===== config.mk =====
export PLATFORM = sky130hd
export DESIGN_NAME = fetch_queue
export DESIGN_NICKNAME = d
export VERILOG_FILES = /design/src/rtl/fetch_pkg.sv /design/src/rtl/fetch_fifo.sv /design/src/rtl/fetch_queue.sv
export SDC_FILE = /design/constraint.sdc
export NUM_CORES = 1
export LEC_CHECK = 0
export BUFFER_PORTS_ARGS = -buffer_cell sky130_fd_sc_hd__buf_2
export CORE_ASPECT_RATIO = 1.4
export CORE_UTILIZATION = 52
export CTS_BUF_LIST = sky130_fd_sc_hd__clkbuf_2
export CTS_CLUSTER_DIAMETER = 80
export DETAILED_ROUTE_END_ITERATION = 10
export PLACE_DENSITY = 0.86
export SYNTH_ARGS = -nofsm -noshare
export SYNTH_HDL_FRONTEND = slang
export SYNTH_SLANG_ARGS = --single-unit

===== constraint.sdc =====
create_clock -name clk -period 3 [get_ports clk]
set_input_delay 0.45 -clock clk [delete_from_list [all_inputs] [get_ports clk]]
set_output_delay 0.45 -clock clk [all_outputs]
set_load 0.005 [all_outputs]

===== src/rtl/fetch_pkg.sv =====
// Shared constants and queue entry type for the instruction fetch queue.
package fetch_pkg;

  localparam logic [6:0]  OPC_B    = 7'b1100000;
  localparam logic [6:0]  OPC_BR   = 7'b1100010;
  localparam logic [31:0] NOP      = 32'hC8000000;
  localparam int          MAX_XLEN = 64;

  typedef logic [MAX_XLEN-1:0] fq_pc_t;

  typedef struct packed {
    fq_pc_t      pc;
    logic [31:0] instr;
  } fq_entry_t;

endpackage


===== src/rtl/fetch_fifo.sv =====
// Circular buffer with synchronous flush; DEPTH must be a power of two so pointers wrap naturally.
module fetch_fifo #(
  parameter int WIDTH = 8,
  parameter int DEPTH = 4
) (
  input  logic                       clk,
  input  logic                       rst,
  input  logic                       flush,
  input  logic                       push,
  input  logic                       pop,
  input  logic [WIDTH-1:0]           push_data,
  output logic [WIDTH-1:0]           head,
  output logic [$clog2(DEPTH+1)-1:0] count
);

  localparam int PW = $clog2(DEPTH);
  localparam int CW = $clog2(DEPTH+1);

  logic [WIDTH-1:0] mem_r [DEPTH];
  logic [PW-1:0]    rd_ptr_r;
  logic [PW-1:0]    wr_ptr_r;
  logic [CW-1:0]    count_r;
  logic             do_push_s;
  logic             do_pop_s;

  // qualify push/pop against occupancy
  always_comb begin
    do_pop_s  = pop && (count_r != {CW{1'b0}});
    do_push_s = push && ((count_r != CW'(DEPTH)) || do_pop_s);
  end

  // pointer and occupancy bookkeeping
  always_ff @(posedge clk) begin
    if (rst || flush) begin
      rd_ptr_r <= {PW{1'b0}};
      wr_ptr_r <= {PW{1'b0}};
      count_r  <= {CW{1'b0}};
    end else begin
      if (do_push_s) wr_ptr_r <= wr_ptr_r + PW'(1);
      if (do_pop_s)  rd_ptr_r <= rd_ptr_r + PW'(1);
      case ({do_push_s, do_pop_s})
        2'b10:   count_r <= count_r + CW'(1);
        2'b01:   count_r <= count_r - CW'(1);
        default: count_r <= count_r;
      endcase
    end
  end

  // entry storage
  always_ff @(posedge clk) begin
    if (do_push_s) mem_r[wr_ptr_r] <= push_data;
  end

  assign head  = mem_r[rd_ptr_r];
  assign count = count_r;

endmodule


===== src/rtl/fetch_queue.sv =====
// Instruction prefetch queue with ID redirect; define FETCH_EARLY_BRANCH_EN to resolve B/BR
// at fetch time instead of passing them down to ID.
module fetch_queue
  import fetch_pkg::*;
#(
  parameter int               XLEN     = 32,
  parameter int               DEPTH    = 4,
  parameter logic [XLEN-1:0]  RESET_PC = XLEN'(32'h00000000)
) (
  input  logic                       clk,
  input  logic                       rst,
  output logic                       im_req,
  output logic [XLEN-1:0]            im_addr,
  input  logic [31:0]                im_data,
  output logic                       id_valid,
  output logic [31:0]                id_instr,
  output logic [XLEN-1:0]            id_pc,
  input  logic                       id_ready,
  input  logic                       redir_valid,
  input  logic [XLEN-1:0]            redir_target,
  output logic [2:0]                 rf_raddr,
  input  logic [XLEN-1:0]            rf_rdata,
  input  logic                       wb_en,
  input  logic [2:0]                 wb_addr,
  input  logic [XLEN-1:0]            wb_data,
  output logic [$clog2(DEPTH+1)-1:0] q_count
);

  localparam int CW = $clog2(DEPTH+1);

  logic [XLEN-1:0] pc_r;
  logic            inflight_r;
  logic [XLEN-1:0] inflight_pc_r;
  logic [CW-1:0]   count_s;
  logic [CW:0]     occupancy_s;
  logic            resp_valid_s;
  logic            branch_s;
  logic [XLEN-1:0] branch_target_s;
  logic            push_s;
  logic            pop_s;
  fq_entry_t       push_entry_s;
  fq_entry_t       head_s;
  logic            unused_s;

  assign im_addr = {pc_r[XLEN-1:2], 2'b00};

  // request gating: in-flight responses reserve a slot so the queue cannot overflow
  always_comb begin
    occupancy_s  = {1'b0, count_s} + {{CW{1'b0}}, inflight_r};
    im_req       = !rst && !redir_valid && (occupancy_s < (CW+1)'(DEPTH));
    resp_valid_s = inflight_r && !rst && !redir_valid;
  end

`ifdef FETCH_EARLY_BRANCH_EN
  logic            is_b_s;
  logic            is_br_s;
  logic [XLEN-1:0] offset_s;
  logic [XLEN-1:0] base_s;

  assign rf_raddr = im_data[24:22];

  // early branch decode with write-port bypass of the BR base register
  always_comb begin
    is_b_s   = (im_data[31:25] == OPC_B);
    is_br_s  = (im_data[31:25] == OPC_BR);
    offset_s = {{(XLEN-18){im_data[15]}}, im_data[15:0], 2'b00};
    if (wb_en && (wb_addr == rf_raddr)) begin
      base_s = wb_data;
    end else begin
      base_s = rf_rdata;
    end
    branch_s        = resp_valid_s && (is_b_s || is_br_s);
    branch_target_s = (is_br_s ? base_s : inflight_pc_r) + offset_s;
  end

  assign unused_s = ^{redir_target[1:0], head_s, im_data[21:16]};
`else
  assign rf_raddr        = 3'b000;
  assign branch_s        = 1'b0;
  assign branch_target_s = {XLEN{1'b0}};
  assign unused_s        = ^{redir_target[1:0], head_s, rf_rdata, wb_en, wb_addr, wb_data};
`endif

  // fetch PC and in-flight tracking; priority rst > redirect > early branch > sequential
  always_ff @(posedge clk) begin
    if (rst) begin
      pc_r          <= RESET_PC;
      inflight_r    <= 1'b0;
      inflight_pc_r <= {XLEN{1'b0}};
    end else if (redir_valid) begin
      pc_r       <= {redir_target[XLEN-1:2], 2'b00};
      inflight_r <= 1'b0;
    end else if (branch_s) begin
      pc_r       <= {branch_target_s[XLEN-1:2], 2'b00};
      inflight_r <= 1'b0;
    end else if (im_req) begin
      pc_r          <= pc_r + XLEN'(4);
      inflight_r    <= 1'b1;
      inflight_pc_r <= im_addr;
    end else begin
      inflight_r <= 1'b0;
    end
  end

  // enqueue surviving non-branch responses, dequeue on ID handshake
  always_comb begin
    push_s             = resp_valid_s && !branch_s;
    push_entry_s.pc    = fq_pc_t'(inflight_pc_r);
    push_entry_s.instr = im_data;
    pop_s              = id_valid && id_ready;
  end

  fetch_fifo #(
    .WIDTH ($bits(fq_entry_t)),
    .DEPTH (DEPTH)
  ) u_fifo (
    .clk       (clk),
    .rst       (rst),
    .flush     (redir_valid),
    .push      (push_s),
    .pop       (pop_s),
    .push_data (push_entry_s),
    .head      (head_s),
    .count     (count_s)
  );

  // ID-facing view; forced to the idle pattern while reset is held
  always_comb begin
    id_valid = !rst && (count_s != {CW{1'b0}});
    q_count  = rst ? {CW{1'b0}} : count_s;
    if (id_valid) begin
      id_instr = head_s.instr;
      id_pc    = XLEN'(head_s.pc);
    end else begin
      id_instr = NOP;
      id_pc    = {XLEN{1'b0}};
    end
  end

endmodule

==> results.tsv <==
stage	metric	value	unit
clock_tree	clock slew at reported path FFs	100	ps
power_and_ir_drop	Clk pwr share	33.6	%
worst_setup_path	Worst setup SP type	flop	
drt	DRT iter0 DRCs	399	
worst_setup_path	CP arrival	2420	ps
drt	metal2 WL	14300	um
floorplan	die area	25000	um2
clock_tree	CTS Root Cell	clkbuf_2	
worst_setup_path	critical path class	reg2out	
worst_setup_path	R2R Setup Slk	350	ps
yosys	Mapped Area	12600	um2
worst_setup_path	crit-path max FO	24	
clock_tree	clock buffer count from CTS	70	
placed_design	placed insts	1249	
drt	drt drc	0	
timing	setup violators final	0	
cells_and_area	share of cells above drive strength 1	35.1	%
cells_and_area	fin util	64.6	%
worst_setup_path	CP required	2550	ps
timing	worst-margin pin slew	808	ps
global_route	antenna violations before repair	1	
drt	post-detailed-route count of antenna-violating nets	0	
global_route	largest net degree at the start of global routing	64	
floorplan	initial core utilization	52.9	%
power_and_ir_drop	Power Total	0.00784	W
floorplan	IO Count	240	
global_route	vias in the first global route	8035	
yosys	flip-flop and latch count after synthesis	318	
cells_and_area	multi-input logic area	3570	um2
hold_path	WHS Path Cells	5	
drt	via/cell ratio	5.39	
power_and_ir_drop	PwrDens	508	nW/um2
floorplan	core area	23900	um2
flow_run	Max-cap violations	0	
yosys	Synthesis Warnings	0	
power_and_ir_drop	Internal	0.00605	W
timing	Hold WS	198	ps
power_and_ir_drop	Worst VDD drop	0.329	mV
worst_setup_path	Worst setup EP type	primary output	
worst_setup_path	Register-to-Register Path Depth	7	
yosys	Mean Syn Cell Area	16.0	um2
global_route	gr usage total	21.7	%
cells_and_area	register area	8860	um2
placed_design	DP Area	14000	um2
timing	crit path time final	2870	ps
placed_design	DPL Wire Length	16200	um
cells_and_area	nets@finish	1224	
cells_and_area	Non-Filler Cell Area, Final	15400	um2
yosys	post-synthesis sequential area ratio	70.0	%
drt	final WL	26400	um
cells_and_area	FILL cells	1682	
power_and_ir_drop	sequential power share	61.8	%
global_route	first-pass GRT wire length	41100	um
timing	final hold violation count	0	
timing	Worst slew margin	46.1	%
timing	Final Skew	73.0	ps
drt	drt wl/cell	18.2	um
power_and_ir_drop	Lkg Pwr	5.52	nW
drt	Top Metal Used	met4	
power_and_ir_drop	Combinational Power Share	4.6	%
yosys	count of cell types in the netlist	56	
drt	DRT met1 WL	10200	um
clock_tree	CTS tree	yes	
clock_tree	CTS Sinks	318	
drt	met3 WL post-DR	1320	um
floorplan	row cnt	67	
drt	via count	7799	
cells_and_area	Finished Layout Cells	1446	
drt	TritonRoute pass-1 iters	5	
floorplan	Die H	187	um
timing	RSZ-0062 raised after global routing	yes	
cells_and_area	Synth-to-Final Area Change	22.1	%
clock_tree	H-tree Lvls	3	
power_and_ir_drop	Psw	0.00180	W
placed_design	routability cong.	0.849	
placed_design	I/O Buffers	162	
yosys	Cells after Synth	792	
timing	max frequency	0.349	GHz
clock_tree	clock buffer depth	3	
status	status	finished clean	
global_route	grt total ovfl	0	
clock_tree	worst-skew pair later-pin latency	840	ps
floorplan	Die Width	134	um
hold_path	Worst Hold Class	in2reg	
power_and_ir_drop	Sw Share	22.9	%
timing	Final Slew Violations	0	
timing	Final period util	95.6	%
## placed cells by master, fill, tap and decap left out, drive strengths merged, types with 5 or more instances in the layout
master and count:
a211oi 12, a21oi 40, a31oi 6, and2 6, buf 193, clkbuf 102, clkinv 20, conb 7
dfxtp 70, dlygate4sd3 67, edfxtp 248, ha 5, inv 14, mux4 62, nand2 86, nand3 11
nand4 16, nor2 31, nor2b 60, nor3 10, nor4 6, o21ai 5, xnor2 10, xor2 14
## power groups by stage
stage	Clock (W)	Sequential [W]	Combinational, W
after floorplan	0	0.00493	0.000157
after global placement	0	0.00494	0.000277
after detailed placement	0	0.00495	0.000286
after CTS	0.00272	0.00484	0.000357
after global routing	0.00291	0.00485	0.000395
final	0.00263	0.00484	0.000364
## cells by family (layout without fill, tap and decap cells)
family                   Yosys count  after routing  share of synthesized area [%]
other                              1              8                         0.0297
multiplexers                      67             67                           11.5
adder cells (fa/ha/maj)            6              6                          0.653
buffers and inverters             61            398                           2.14
flip-flops                       318            318                           70.0
AO/OA/AOI/OAI                     75             75                           3.73
XOR/XNOR                          24             24                           1.66
AND/OR/NAND/NOR                  240            240                           10.3
## state kept, by name (all words and copies together), names as in the netlist, named ones only
signal / flops
u_fifo.mem_r: 248
pc_r: 30
u_fifo.wr_ptr_r: 2
inflight_pc_r: 30
inflight_r: 1
u_fifo.rd_ptr_r: 2
u_fifo.count: 3
## routing by layer
layer / GRT usage, % / vias to the layer above
li1: - / 3628
met5: 0 / -
met3: 4.35 / 56
met4: 8.44 / 0
met1: 25.0 / 3839
met2: 39.2 / 276
## worst max-delay path, stage by stage, from the launching register on
cell	delay (ps)
dfxtp_4	460
buf_16	240
mux4_2	520
or2_4	240
buf_6	110
## path summary, 6_finish.rpt
path / startpoint / to
max: flop / id_instr[27]
min reg2reg: inflight_pc_r[30]$_SDFFE_PP0P_ / u_fifo.mem_r[0][60]$_DFFE_PP_
min: id_ready / u_fifo.rd_ptr_r[0]$_SDFFE_PP0P_
max reg2reg: pc_r[2]$_SDFFE_PP0P_ / pc_r[22]$_SDFFE_PP0P_
## cell usage after synthesis, drive strengths merged
cell type / count / area [um2]
nand3: 11 / 55.1
and3: 3 / 18.8
or4: 3 / 22.5
fa: 1 / 20.0
o311a: 1 / 10.0
xor2: 14 / 123
a211oi: 12 / 95.1
nand2: 86 / 323
nor3: 10 / 60.1
nor2: 31 / 116
a31o: 1 / 8.76
a31oi: 6 / 43.8
nor4: 6 / 97.6
a22oi: 1 / 7.51
o311ai: 2 / 17.5
edfxtp: 248 / 7450
a21oi: 40 / 200
mux4: 62 / 1400
and4: 1 / 8.76
mux2: 3 / 33.8
mux2i: 2 / 20.0
nor4b: 1 / 8.76
or3: 1 / 6.26
and2: 6 / 37.5
o21ai: 5 / 25.0
buf: 16 / 101
nor3b: 1 / 12.5
a221oi: 1 / 8.76
inv: 13 / 48.8
dfxtp: 70 / 1400
conb: 1 / 3.75
or2: 4 / 27.5
clkbuf: 32 / 120
o211ai: 1 / 7.51
ha: 5 / 62.6
o22ai: 1 / 6.26
a311o: 1 / 10.0
a2111oi: 2 / 23.8
xnor2: 10 / 87.6
nand4: 16 / 136
o31ai: 1 / 7.51
nor2b: 60 / 375
## area by class of cell
| cell class | count | area share (%) |
|---|---|---|
| antenna | 1 | 0.0162 |
| clock buffer | 102 | 3.31 |
| clock inverter | 23 | 0.940 |
| inverter | 13 | 0.332 |
| multi-input combinational | 419 | 23.1 |
| sequential | 318 | 57.4 |
| tap | 310 | 2.51 |
| timing repair buffer | 260 | 12.4 |
## repair_timing
| action | 4_1_cts | 5_1_grt |
|---|---|---|
| hold buffers | 67 | 0 |
| setup buffers | 4 | 0 |
| gates resized for setup | 10 | 3 |
| gates cloned | 0 | 0 |
| setup endpoints to repair | 44 | 2 |
| hold endpoints to repair | 174 | 0 |
## per-stage QoR
| step | setup WS, ps | setup TNS (ps) |
|---|---|---|
| after floorplan | 543 | 0 |
| after global placement | 653 | 0 |
| after detailed placement | 628 | 0 |
| after CTS | -3.32 | -3.32 |
| after global routing | -16.0 | -16.0 |
| final | 132 | 0 |
Power figures use the tool's default switching activity.
